`src/rtl/vga_timing_pkg.sv`:
```
// Shared VGA timing constants (640x480@60 defaults), derived bounds and FSM encoding.
// Optional macro VGA_SYNC_ACTIVE_LOW_EN (used in vga_timing_ctrl) selects sync polarity.
package vga_timing_pkg;

  function automatic int axis_total(input int sync_w, input int bp, input int act, input int fp);
    return sync_w + bp + act + fp;
  endfunction

  localparam int DEF_CNT_W    = 10;
  localparam int DEF_PX_DIV   = 4;
  localparam int DEF_H_SYNC   = 96;
  localparam int DEF_H_BP     = 48;
  localparam int DEF_H_ACTIVE = 640;
  localparam int DEF_H_FP     = 16;
  localparam int DEF_V_SYNC   = 2;
  localparam int DEF_V_BP     = 33;
  localparam int DEF_V_ACTIVE = 480;
  localparam int DEF_V_FP     = 10;

  localparam int DEF_H_TOTAL     = axis_total(DEF_H_SYNC, DEF_H_BP, DEF_H_ACTIVE, DEF_H_FP);
  localparam int DEF_V_TOTAL     = axis_total(DEF_V_SYNC, DEF_V_BP, DEF_V_ACTIVE, DEF_V_FP);
  localparam int DEF_H_ACT_START = DEF_H_SYNC + DEF_H_BP;
  localparam int DEF_H_ACT_END   = DEF_H_ACT_START + DEF_H_ACTIVE;
  localparam int DEF_V_ACT_START = DEF_V_SYNC + DEF_V_BP;
  localparam int DEF_V_ACT_END   = DEF_V_ACT_START + DEF_V_ACTIVE;

  typedef enum logic [1:0] {
    ST_IDLE  = 2'd0,
    ST_RUN   = 2'd1,
    ST_DRAIN = 2'd2
  } state_e;

endpackage

```
`src/rtl/vga_axis_cnt.sv`:
```
// One timing axis counter: counts 0..TOTAL-1 on i_en, flags the wrapping step.
module vga_axis_cnt #(
  parameter int TOTAL = 800,
  parameter int W     = 10
) (
  input  logic         clk,
  input  logic         i_rst,
  input  logic         i_clr,
  input  logic         i_en,
  output logic [W-1:0] o_cnt,
  output logic         o_wrap
);

  localparam logic [W-1:0] LAST = W'(TOTAL - 1);

  logic [W-1:0] cnt_q, cnt_d;

  assign o_wrap = i_en && (cnt_q == LAST);
  assign o_cnt  = cnt_q;

  always_comb begin
    cnt_d = cnt_q;
    if (i_clr)       cnt_d = '0;
    else if (o_wrap) cnt_d = '0;
    else if (i_en)   cnt_d = cnt_q + 1'b1;
  end

  always_ff @(posedge clk or posedge i_rst) begin
    if (i_rst) cnt_q <= '0;
    else       cnt_q <= cnt_d;
  end

endmodule

```
`src/rtl/vga_timing_ctrl.sv`:
```
// VGA timing controller: pixel enable, h/v sequencing, sync/DE/coords, run/drain FSM.
// Macro VGA_SYNC_ACTIVE_LOW_EN makes hsync/vsync active-low (idle level 1).
module vga_timing_ctrl
  import vga_timing_pkg::*;
#(
  parameter int PX_DIV   = DEF_PX_DIV,
  parameter int H_SYNC   = DEF_H_SYNC,
  parameter int H_BP     = DEF_H_BP,
  parameter int H_ACTIVE = DEF_H_ACTIVE,
  parameter int H_FP     = DEF_H_FP,
  parameter int V_SYNC   = DEF_V_SYNC,
  parameter int V_BP     = DEF_V_BP,
  parameter int V_ACTIVE = DEF_V_ACTIVE,
  parameter int V_FP     = DEF_V_FP,
  parameter int CNT_W    = DEF_CNT_W
) (
  input  logic             clk,
  input  logic             i_rst,
  input  logic             i_run,
  output logic             o_px_en,
  output logic             o_vga_hsync,
  output logic             o_vga_vsync,
  output logic             o_de,
  output logic [CNT_W-1:0] o_x,
  output logic [CNT_W-1:0] o_y,
  output logic             o_frame_start,
  output logic             o_busy
);

  localparam int H_TOTAL = axis_total(H_SYNC, H_BP, H_ACTIVE, H_FP);
  localparam int V_TOTAL = axis_total(V_SYNC, V_BP, V_ACTIVE, V_FP);
  localparam int DIV_W   = (PX_DIV > 1) ? $clog2(PX_DIV) : 1;

  localparam logic [DIV_W-1:0] DIV_LAST = DIV_W'(PX_DIV - 1);
  localparam logic [CNT_W-1:0] H_SYNC_E = CNT_W'(H_SYNC);
  localparam logic [CNT_W-1:0] H_ACT_S  = CNT_W'(H_SYNC + H_BP);
  localparam logic [CNT_W-1:0] H_ACT_E  = CNT_W'(H_SYNC + H_BP + H_ACTIVE);
  localparam logic [CNT_W-1:0] V_SYNC_E = CNT_W'(V_SYNC);
  localparam logic [CNT_W-1:0] V_ACT_S  = CNT_W'(V_SYNC + V_BP);
  localparam logic [CNT_W-1:0] V_ACT_E  = CNT_W'(V_SYNC + V_BP + V_ACTIVE);

  state_e           state_q, state_d;
  logic [DIV_W-1:0] div_q, div_d;
  logic             busy, px_en, h_wrap, v_wrap;
  logic [CNT_W-1:0] h_cnt, v_cnt;
  logic             hs_act, vs_act, h_vis, v_vis, de;

  assign busy  = (state_q != ST_IDLE);
  assign px_en = busy && (div_q == DIV_LAST);
  assign div_d = (!busy || px_en) ? '0 : div_q + 1'b1;

  always_ff @(posedge clk or posedge i_rst) begin
    if (i_rst) begin
      state_q <= ST_IDLE;
      div_q   <= '0;
    end else begin
      state_q <= state_d;
      div_q   <= div_d;
    end
  end

  // v_wrap is the px_en of the last pixel in the frame: the only place DRAIN may stop.
  always_comb begin
    state_d = state_q;
    case (state_q)
      ST_IDLE:  if (i_run) state_d = ST_RUN;
      ST_RUN:   if (!i_run) state_d = ST_DRAIN;
      ST_DRAIN: begin
        if (i_run)       state_d = ST_RUN;
        else if (v_wrap) state_d = ST_IDLE;
      end
      default:  state_d = ST_IDLE;
    endcase
  end

  vga_axis_cnt #(.TOTAL(H_TOTAL), .W(CNT_W)) u_h_cnt (
    .clk    (clk),
    .i_rst  (i_rst),
    .i_clr  (!busy),
    .i_en   (px_en),
    .o_cnt  (h_cnt),
    .o_wrap (h_wrap)
  );

  vga_axis_cnt #(.TOTAL(V_TOTAL), .W(CNT_W)) u_v_cnt (
    .clk    (clk),
    .i_rst  (i_rst),
    .i_clr  (!busy),
    .i_en   (h_wrap),
    .o_cnt  (v_cnt),
    .o_wrap (v_wrap)
  );

  always_comb begin
    hs_act = busy && (h_cnt < H_SYNC_E);
    vs_act = busy && (v_cnt < V_SYNC_E);
    h_vis  = (h_cnt >= H_ACT_S) && (h_cnt < H_ACT_E);
    v_vis  = (v_cnt >= V_ACT_S) && (v_cnt < V_ACT_E);
    de     = busy && h_vis && v_vis;
  end

`ifdef VGA_SYNC_ACTIVE_LOW_EN
  assign o_vga_hsync = !hs_act;
  assign o_vga_vsync = !vs_act;
`else
  assign o_vga_hsync = hs_act;
  assign o_vga_vsync = vs_act;
`endif

  assign o_px_en       = px_en;
  assign o_de          = de;
  assign o_x           = de ? (h_cnt - H_ACT_S) : '0;
  assign o_y           = de ? (v_cnt - V_ACT_S) : '0;
  assign o_frame_start = px_en && (h_cnt == '0) && (v_cnt == '0);
  assign o_busy        = busy;

endmodule

```
`config.mk`:
```
export PLATFORM = sky130hd
export DESIGN_NAME = vga_timing_ctrl
export DESIGN_NICKNAME = d
export VERILOG_FILES = /design/src/rtl/vga_timing_pkg.sv /design/src/rtl/vga_axis_cnt.sv /design/src/rtl/vga_timing_ctrl.sv
export SDC_FILE = /design/constraint.sdc
export NUM_CORES = 1
export LEC_CHECK = 0
export ABC_CLOCK_PERIOD_IN_PS = 2800
export CAP_MARGIN = 30
export CORE_MARGIN = 10
export CORE_UTILIZATION = 55
export DETAILED_ROUTE_END_ITERATION = 12
export PLACE_DENSITY = 0.88
export RECOVER_POWER = 50
export SLEW_MARGIN = 20
export SYNTH_ARGS = -nofsm -noshare
export SYNTH_HDL_FRONTEND = slang
export SYNTH_SLANG_ARGS = --single-unit
```
`constraint.sdc`:
```
create_clock -name clk -period 2.8 [get_ports clk]
set_clock_uncertainty 0.2 [all_clocks]
set_input_delay 0.56 -clock clk [delete_from_list [all_inputs] [get_ports clk]]
set_output_delay 0.56 -clock clk [all_outputs]
set_load 0.01 [all_outputs]
```
# After elaboration in Yosys (flattened, before gate mapping)
# Index checks and enable logic that the tools add are counted.
[word_totals] output_inout_bits=26 inputBits=3 word_cells=57 regBits=24
[classes] mux=14 add_sub_neg=5 n_reduce_logical=18 n_eq_ne=10 magnitude_cmp=6
[op_table] op="2-to-1 mux 10 bit" n=8
[op_table] op="adder 10 x 1 -> 10 bit, second input constant" n=2
[op_table] op="== test 10 bit, second input constant" n=2
[op_table] op="logical NOT 10 bit" n=2
[op_table] op="less-than comparator 10 bit, second input constant" n=2
[op_table] op="logical AND 1 bit" n=11
[op_table] op=">= comparator 10 x 6 -> 1 bit, second input constant" n=1
[op_table] op=">= comparator 10 x 8 -> 1 bit, second input constant" n=1
[op_table] op="less-than comparator 10 x 2 -> 1 bit, second input constant" n=1
[op_table] op="less-than comparator 10 x 7 -> 1 bit, second input constant" n=1
[op_table] op="2-to-1 mux 2 bit" n=5
[op_table] op="subtractor 10 x 6 -> 10 bit, second input constant" n=1
[op_table] op="subtractor 10 x 8 -> 10 bit, second input constant" n=1
[op_table] op="!= test 3 x 1 -> 1 bit, second input constant" n=2
[op_table] op="case mux 2 bit (3 select lines)" n=1
[op_table] op="== test 2 bit, second input constant" n=2
[op_table] op="!= test 2 bit, second input constant" n=2
[op_table] op="!= test 3 x 2 -> 1 bit, second input constant" n=1
[op_table] op="AND reduction 3 bit" n=1
[op_table] op="adder 2 x 1 -> 2 bit, second input constant" n=1
[op_table] op="== test 2 x 1 -> 1 bit, second input constant" n=1
[op_table] op="logical NOT 2 bit" n=1
[op_table] op="nonzero test 2 bit" n=1
[op_table] op="logical NOT 1 bit" n=1
[op_table] op="logical OR 1 bit" n=1

# Depth between registers and ports, before layout
# Gate-level depths: netlist of run 1.
[logic_depth] word_depth=7 depth_mapped=7

# Modules after synthesis
# A second synthesis of run 1 with hierarchy kept.
[hier_totals] hier_cells=213 hier_area_um2=1999.4
[modules_own_cells] module="vga_timing_ctrl" n_inst=1 cells_per_inst=93 area_each_um2=838.3 seq_area_each_um2=100.1
[modules_own_cells] module="vga_axis_cnt (u_v_cnt)" n_inst=1 cells_per_inst=60 area_each_um2=581.8 seq_area_each_um2=250.2
[modules_own_cells] module="vga_axis_cnt (u_h_cnt)" n_inst=1 cells_per_inst=60 area_each_um2=579.3 seq_area_each_um2=250.2

# Least setup slack after synthesis of run 1
# Ideal clock, no wire load.
[synth_path] path_kind="register to output" start="register u_h_cnt.cnt_q[4], in the netlist u_h_cnt.o_cnt[4]" end="output o_x[2]" arrival_ns=1.871 path_buffers=1 slack_ns=0.169 required_ns=2.040 path_stages_with_launch=8 path_cell_list="dfrtp_1 -> inv_1 -> ha_1 -> or3b_1 -> a221oi_2 -> o211ai_2 -> buf_6 -> nor3b_2"
[synth_between] elab_chain_len=5
[synth_rtl] element="start: declaration" line_no="vga_axis_cnt.sv:16" source="logic [W-1:0] cnt_q, cnt_d;"
[synth_rtl] element="start signal: assignment" line_no="vga_axis_cnt.sv:30" source="else cnt_q <= cnt_d;"
[synth_rtl] element=">= comparator 10 x 8 -> 1 bit / less-than comparator 10 bit (equally long branches)" line_no="vga_timing_ctrl.sv:97" source="h_vis = (h_cnt >= H_ACT_S) && (h_cnt < H_ACT_E);"
[synth_rtl] element="logical AND 1 bit (*)" line_no="vga_timing_ctrl.sv:97"
[synth_rtl] element="logical AND 1 bit (*) (2 in a row)" line_no="vga_timing_ctrl.sv:99" source="de = busy && h_vis && v_vis;"
[synth_rtl] element="2-to-1 mux 10 bit (*)" line_no="vga_timing_ctrl.sv:112" source="assign o_x = de ? (h_cnt - H_ACT_S) : '0;"
[synth_rtl] element="end: declaration" line_no="vga_timing_ctrl.sv:24" source="output logic [CNT_W-1:0] o_x,"
# Mark *: on every way between the ends. The rest lies on a longest branch, timed or not.

# Final worst setup path of run 1
[layout_path] start="register u_h_cnt.cnt_q[5], in the netlist u_h_cnt.o_cnt[5]" end="output o_y[9]"
[layout_between] elab_chain_len=5
[layout_rtl] element=">= comparator 10 x 8 -> 1 bit / less-than comparator 10 bit (equally long branches)" line_no="vga_timing_ctrl.sv:97"
[layout_rtl] element="logical AND 1 bit (*)" line_no="vga_timing_ctrl.sv:97"
[layout_rtl] element="logical AND 1 bit (*) (2 in a row)" line_no="vga_timing_ctrl.sv:99"
[layout_rtl] element="2-to-1 mux 10 bit (*)" line_no="vga_timing_ctrl.sv:113" source="assign o_y = de ? (v_cnt - V_ACT_S) : '0;"
[layout_rtl] element="end: declaration" line_no="vga_timing_ctrl.sv:25" source="output logic [CNT_W-1:0] o_y,"
# Marks and branches as above.

==> impl_metrics.yaml, run 1 <==
worst_setup_path:
  start_kind: "register"
  critPathMostFrequentCell: "buf_6"
  cpPeakStageDelay_ns: 0.39
  crit_type: "register to primary output"
  r2r-start: "u_h_cnt.o_cnt[5]$_DFFE_PP0P_"
  required_ns: 2.04
  reg2reg_setup_slack_ns: 0.50
  worstPathMaxFanout: 5
  worstPathArrival_ns: 2.26
  cp-end-kind: "primary output"
  worstRegToRegCells: 8
  path_cells: "inv_2 -> ha_4 -> or3b_4 -> a221oi_4 -> o211ai_4 -> buf_6 -> buf_6 -> nor3_2 -> buf_2"
  crit_slowest_cell: "dfrtp_1"
  r2r_end: "u_v_cnt.o_cnt[7]$_DFFE_PP0P_"
sta:
  rsz0062_at_grt: "true"
  clock.fmax_mhz: 331.4
  min_period_over_period: 1.078
  setup_viol: 22
  timing.final.ws_setup_ns: -0.2175
  slew_viol_final: 0
  period_needed_ns: 3.017
  tightestPinTransition_ns: 1.340
  hold_violations: 0
  relSlewSlack: 0.1066
  tns_ns: -3.517
  hold_ws_ns: 0.2516
global_routing:
  grt_pass1_wl_um: 9729
  track_usage: 0.1868
  overflow: 0
  grt_pass1_vias: 2042
  antenna_found_initial: 0
  grt_max_degree: 25
floorplan:
  die-area_um2: 6501
  core_um2: 3442
  fp.dieH_um: 80.63
  num_rows: 21
  die_x_um: 80.63
  ios: 29
  initial_core_util: 0.5874
yosys:
  synth_fa_ha_area_frac: 0.05569
  syn_nets: 237
  synth_xor_xnor_area_share: 0.08230
  synth_compound_area_frac: 0.1411
  synth_seq_area_share: 0.2970
  synth_top_area_frac: 0.2970
  synth_cell_types: 49
  netlist_top_cells_area: "dfrtp_1, nor3_2, xnor2_1, ha_1, a21oi_1"
  synth.avg_cell_area_um2: 8.986
  syn_inst: 225
  synth.largest_area_cell: "dfrtp_1"
  synth_top_family_by_area: "simple AND/OR/NAND/NOR gates"
  ys_warn_count: 0
  ys_ff_latch: 24
  syn_area_um2: 2022
  synthSimpleGateAreaFrac: 0.3453
  synthMuxAreaShare: 0
route:
  wire_per_inst_um: 18.10
  drc_errors: 0
  dr_wl_met2_um: 2928
  vias: 2027
  postRouteAntennaNets: 0
  vias_per_cell: 6.087
  wl_um: 6027
  wl_met3_um: 461
  highest_layer: "met4"
  drt_first_pass_iters: 4
  first_iter_violations: 215
  wirelength_met1_um: 2323
job:
  maxCapViolCount: 0
placement:
  finalWeightedCongestion: 0.8958
  portBuffers: 28
  preCtsSetupSlack_ns: -0.4448
  dp_hpwl_um: 4020
hold_path:
  holdPathEnd: "div_q[0]$_DFF_PP0_"
  min_path_cells: 1
  hold_path_class: "register to register"
  hp-start: "div_q[0]$_DFF_PP0_"
clocking:
  clk_latency_ns: 0.28
  numCtsBuffers: 3
  cts_max_path_buffers: 2
  root_buffer: "clkbuf_8"
  postCtsHoldBufs: 0
  cts_sinks: 24
  cts_tree: "done"
  htreeDepth: 1
  path_clk_slew_ns: 0.09
final_layout:
  antennaDiodeCount: 0
  area_growth_pct: 32.98
  drive_gt1_frac: 0.3937
  nets: 300
pwr:
  power_density_nw_per_um2: 320.0
  ir_drop_v: 0.0003881
  cellLeakagePower_nw: 1.159
status:
  failed_checks: "negative setup slack"
  run_status: "finished, violations left"
worst max path at each step:
| stage | start | slack, ns | to | depth (start not counted) |
|---|---|---|---|---|
| 2_1_floorplan | u_h_cnt.o_cnt[4]$_DFFE_PP0P_ | 0.17 | o_x[2] | 7 |
| 3_3_place_gp | u_h_cnt.o_cnt[1]$_DFFE_PP0P_ | -0.38 | o_y[1] | 8 |
| 3_5_place_dp | u_v_cnt.o_cnt[0]$_DFFE_PP0P_ | -0.44 | o_x[3] | 7 |
| 4_1_cts | u_h_cnt.o_cnt[5]$_DFFE_PP0P_ | -0.24 | o_x[1] | 9 |
| 5_1_grt | u_h_cnt.o_cnt[5]$_DFFE_PP0P_ | -0.30 | o_y[9] | 9 |
| 6_report | u_h_cnt.o_cnt[5]$_DFFE_PP0P_ | -0.22 | o_y[9] | 9 |
flip-flops by register name, summed over array words and instances, names as in the netlist:
signal         cells
u_h_cnt.o_cnt     10
u_v_cnt.o_cnt     10
div_q              2
state_q            2
cells by family (layout without fill, tap and decap cells):
group	Yosys count	after routing
AOI/OAI and AO/OA	39	39
xor gates and xnor gates	19	19
adders and majority gates	9	9
buffers and inverters	28	90
DFF	24	24
and+or+nand+nor	106	106
power by group:
| part | switching (mW) | internal, mW | total [mW] |
|---|---|---|---|
| Combinational | 0.0997 | 0.0765 | 0.176 |
| Clock | 0.119 | 0.192 | 0.311 |
| Sequential | 0.00909 | 0.365 | 0.374 |
| Total | 0.228 | 0.633 | 0.860 |
routing by layer:
| layer | vias up | global-route usage |
|---|---|---|
| li1 | 927 | - |
| met1 | 950 | 0.2140 |
| met2 | 110 | 0.3169 |
| met3 | 40 | 0.04120 |
| met4 | 0 | 0.09507 |
| met5 | - | 0 |
final cells by class:
cell class | instances | area [um^2]
clock buffer | 3 | 41.29
clock inverter | 1 | 30.03
fill | 213 | 753.2
inverter | 13 | 48.80
multi-input combinational | 173 | 1374
sequential | 24 | 600.6
tap | 46 | 57.56
timing repair buffer | 73 | 536.8
repair_timing:
action / CTS / global route
setup endpoints to repair: 23 / 23
hold endpoints to repair: 0 / 0
resized for setup: 106 / 12
gates cloned: 2 / 0
setup buffers: 3 / 1
pin swaps: 18 / 6
cell usage in the layout (no fill, tap or decap), types with 2 or more instances in the layout:
| cell type | Yosys | final |
|---|---|---|
| o21ai_0 | 9 | 9 |
| clkdlybuf4s50_1 | 0 | 3 |
| nor3b_2 | 3 | 2 |
| or3_4 | 1 | 2 |
| o21ba_2 | 2 | 2 |
| inv_1 | 13 | 11 |
| o31ai_4 | 1 | 2 |
| nor4b_2 | 1 | 2 |
| ha_1 | 9 | 8 |
| xor2_1 | 5 | 5 |
| and2_1 | 5 | 5 |
| nor3_1 | 8 | 8 |
| nor4_1 | 5 | 3 |
| xnor2_1 | 14 | 14 |
| nor3_2 | 16 | 13 |
| nor2_1 | 17 | 17 |
| and4_1 | 2 | 2 |
| a21oi_1 | 14 | 14 |
| buf_2 | 4 | 21 |
| buf_4 | 5 | 38 |
| nand4_1 | 7 | 7 |
| dlygate4sd3_1 | 0 | 2 |
| dfrtp_1 | 24 | 24 |
| inv_2 | 0 | 2 |
| or3_1 | 6 | 5 |
| nand2_1 | 13 | 13 |
| o31ai_1 | 3 | 2 |
| clkbuf_8 | 0 | 3 |
| nand3_1 | 8 | 8 |
| or3b_4 | 0 | 2 |
| nor3_4 | 0 | 3 |
| or4_1 | 2 | 2 |
| buf_6 | 4 | 5 |
Yosys cell counts (all sizes together):
| master | n |
|---|---|
| and2 | 5 |
| a21boi | 1 |
| nand4 | 7 |
| a21oi | 14 |
| clkbuf | 2 |
| nor3b | 3 |
| and3 | 1 |
| nand2b | 1 |
| a211oi | 1 |
| ha | 9 |
| nand3b | 1 |
| a221oi | 1 |
| o21ba | 2 |
| o31ai | 4 |
| nand2 | 13 |
| inv | 13 |
| dfrtp | 24 |
| nand3 | 8 |
| and4bb | 1 |
| nor3 | 24 |
| o21ai | 10 |
| o211ai | 2 |
| nor2b | 2 |
| and4 | 2 |
| nor2 | 17 |
| nor4b | 2 |
| o41ai | 1 |
| or3b | 2 |
| nor4 | 5 |
| xor2 | 5 |
| nor4bb | 1 |
| buf | 13 |
| nand4bb | 1 |
| xnor2 | 14 |
| or4 | 2 |
| or3 | 8 |
| a31oi | 2 |
| a2111o | 1 |
metrics by stage:
step | total power, mW | instances | utilization | cell area (um^2)
finish | 0.8605 | 333 | 0.7812 | 2689
detailed placement | 0.5438 | 324 | 0.7445 | 2562
CTS | 0.8576 | 333 | 0.7677 | 2643
global route | 0.8905 | 333 | 0.7812 | 2689
global placement | 0.5373 | 324 | 0.7445 | 2562
floorplan | 0.4709 | 225 | - | 2022
worst max-delay path, delay by kind of cell, from the launching register on:
family / cells / cell delay, ns
simple gates: 2 / 0.48
fa+ha+maj: 1 / 0.13
compound gates: 2 / 0.46
buf+inv: 4 / 0.51
flops: 1 / 0.39
No activity file was read; power rests on OpenSTA's default activity.
==> run 2, diff against run 1 <==
--- a/config.mk
+++ b/config.mk
@@ -5,10 +5,10 @@
 export SDC_FILE = /design/constraint.sdc
 export NUM_CORES = 1
 export LEC_CHECK = 0
-export ABC_CLOCK_PERIOD_IN_PS = 2800
 export CAP_MARGIN = 30
 export CORE_MARGIN = 10
 export CORE_UTILIZATION = 55
+export CTS_CLUSTER_SIZE = 25
 export DETAILED_ROUTE_END_ITERATION = 12
 export PLACE_DENSITY = 0.88
 export RECOVER_POWER = 50
==> results of run 2 <==
The final DEF is identical to that of run 1; final timing and power are the same.
==> run 3, diff against run 2 <==
==> constraint.sdc (replaced) <==
create_clock -name clk -period 3.3 [get_ports clk]
set_clock_uncertainty 0.2 [all_clocks]
set_input_delay 0.66 -clock clk [delete_from_list [all_inputs] [get_ports clk]]
set_output_delay 0.66 -clock clk [all_outputs]
set_load 0.01 [all_outputs]
==> impl_metrics.yaml, run 3 (synthesis gave the netlist of run 1 again) <==
status:
  run_status: "finished clean"
route:
  drt_first_pass_iters: 4
  postRouteAntennaNets: 0
  vias_per_cell: 5.862
  wire_per_inst_um: 16.17
  wl_um: 5159
  vias: 1870
  first_iter_violations: 174
  drc_errors: 0
final_layout:
  final_common_cell: "buf_4"
  area_growth_pct: 23.02
  final_cell_mix: "buf_4, dfrtp_1, nor2_1"
  stdcell_area_um2: 2487
  drive_gt1_frac: 0.2930
  antennaDiodeCount: 0
  nets: 287
placement:
  dp_hpwl_um: 3880
  finalWeightedCongestion: 0.9235
  portBuffers: 28
  placed_area_um2: 2480
hold_path:
  min_path_cells: 1
  holdPathEnd: "div_q[0]$_DFF_PP0_"
  hold_path_class: "register to register"
  hp-start: "div_q[0]$_DFF_PP0_"
worst_setup_path:
  worstRegToRegCells: 5
  start_kind: "register"
  r2r-start: "u_h_cnt.o_cnt[6]$_DFFE_PP0P_"
  crit_type: "register to primary output"
  cp-end-kind: "primary output"
  worstPathArrival_ns: 2.31
  reg2reg_setup_slack_ns: 0.68
  r2r_end: "u_v_cnt.o_cnt[4]$_DFFE_PP0P_"
  worstPathMaxFanout: 9
  required_ns: 2.44
floorplan:
  die_x_um: 80.63
  num_rows: 21
  core_um2: 3442
  die-area_um2: 6501
  fp.dieH_um: 80.63
  ios: 29
  initial_core_util: 0.5874
clocking:
  path_clk_slew_ns: 0.08
  cts_tree: "done"
  cts_sinks: 24
  numCtsBuffers: 3
  htreeDepth: 1
  clk_latency_ns: 0.27
  cts_max_path_buffers: 2
  postCtsHoldBufs: 0
  root_buffer: "clkbuf_8"
global_routing:
  overflow: 0
  antenna_found_initial: 0
  track_usage: 0.1545
  grt_pass1_vias: 1798
  grt_pass1_wl_um: 8211
  grt_max_degree: 25
job:
  maxCapViolCount: 0
sta:
  hold_violations: 0
  slew_viol_final: 0
  tns_ns: 0
  relSlewSlack: 0.2296
  rsz0062_at_grt: "false"
  period_needed_ns: 3.172
  clock.fmax_mhz: 315.2
  min_period_over_period: 0.9613
  setup_viol: 0
  tightestPinTransition_ns: 1.146
  hold_ws_ns: 0.2457
pwr:
  cellLeakagePower_nw: 1.018
  ir_drop_v: 0.0002358
  power_density_nw_per_um2: 252.1
-- run 3: changes by cell type in the layout (fill, tap and decap cells not counted), moves of 2 or more --
cell | previous run | this run
o31ai_4 | 2 | 0
clkbuf_1 | 1 | 3
clkbuf_2 | 1 | 4
clkdlybuf4s15_1 | 0 | 2
nor3_4 | 3 | 1
buf_2 | 21 | 8
nor3_2 | 13 | 15
clkdlybuf4s50_1 | 3 | 5
dlygate4sd2_1 | 0 | 7
buf_6 | 5 | 1
buf_4 | 38 | 27
-- run 3: how the worst max path moves through the flow --
stage | slack (ns) | cells past startpoint | start | endpoint
after CTS | -0.02 | 9 | u_h_cnt.o_cnt[4]$_DFFE_PP0P_ | o_y[4]
after global routing | 0.02 | 9 | u_h_cnt.o_cnt[4]$_DFFE_PP0P_ | o_y[6]
after global placement | 0.06 | 8 | u_h_cnt.o_cnt[1]$_DFFE_PP0P_ | o_y[8]
final | 0.13 | 8 | u_h_cnt.o_cnt[4]$_DFFE_PP0P_ | o_y[1]
after detailed placement | -0.08 | 8 | u_h_cnt.o_cnt[1]$_DFFE_PP0P_ | o_y[4]
after floorplan | 0.57 | 7 | u_h_cnt.o_cnt[4]$_DFFE_PP0P_ | o_x[2]
-- run 3: routing by layer --
metal	up-vias	global-route usage	share of wire
li1	902	-	-
met1	888	0.1851	0.46
met5	-	0	0
met3	9	0.02450	0.043
met2	71	0.2659	0.48
met4	0	0.06338	0.017
-- run 3: critical path, stage by stage, from the launching register on --
cell and delay (ns):
dfrtp_1 0.39, inv_2 0.07, ha_2 0.17, or3b_4 0.38, a221oi_2 0.24, o211ai_2 0.17
buf_12 0.19, nor3b_2 0.14, dlygate4sd2_1 0.29
-- run 3: final cells by class --
class / instances / area [um^2]
Clock buffer: 3 / 41.29
Multi-Input combinational cell: 173 / 1282
Tap cell: 46 / 57.56
Sequential cell: 24 / 600.6
Fill cell: 267 / 954.7
Inverter: 13 / 48.80
Timing Repair Buffer: 60 / 456.7
-- run 3: metrics by stage --
stage | instances | setup slack [ns] | total power, mW | utilization
floorplan | 225 | 0.5687 | 0.3995 | -
global placement | 313 | 0.05620 | 0.4470 | 0.7205
detailed placement | 313 | -0.08446 | 0.4551 | 0.7205
CTS | 318 | -0.01996 | 0.6298 | 0.7423
global route | 319 | 0.01711 | 0.6523 | 0.7226
finish | 319 | 0.1277 | 0.6271 | 0.7226
-- run 3: report_power, final --
part	switching, mW	total [mW]	internal (mW)
logic	0.0762	0.132	0.0560
clock network	0.0955	0.177	0.0819
registers	0.00825	0.318	0.309
-- run 3: what timing repair did --
action / in CTS / in global routing
endpoints found under the hold margin: 0 / 0
buffers inserted: 2 / 0
setup endpoints to repair: 21 / 19
resized for setup: 44 / 21
pin swaps: 1 / 3
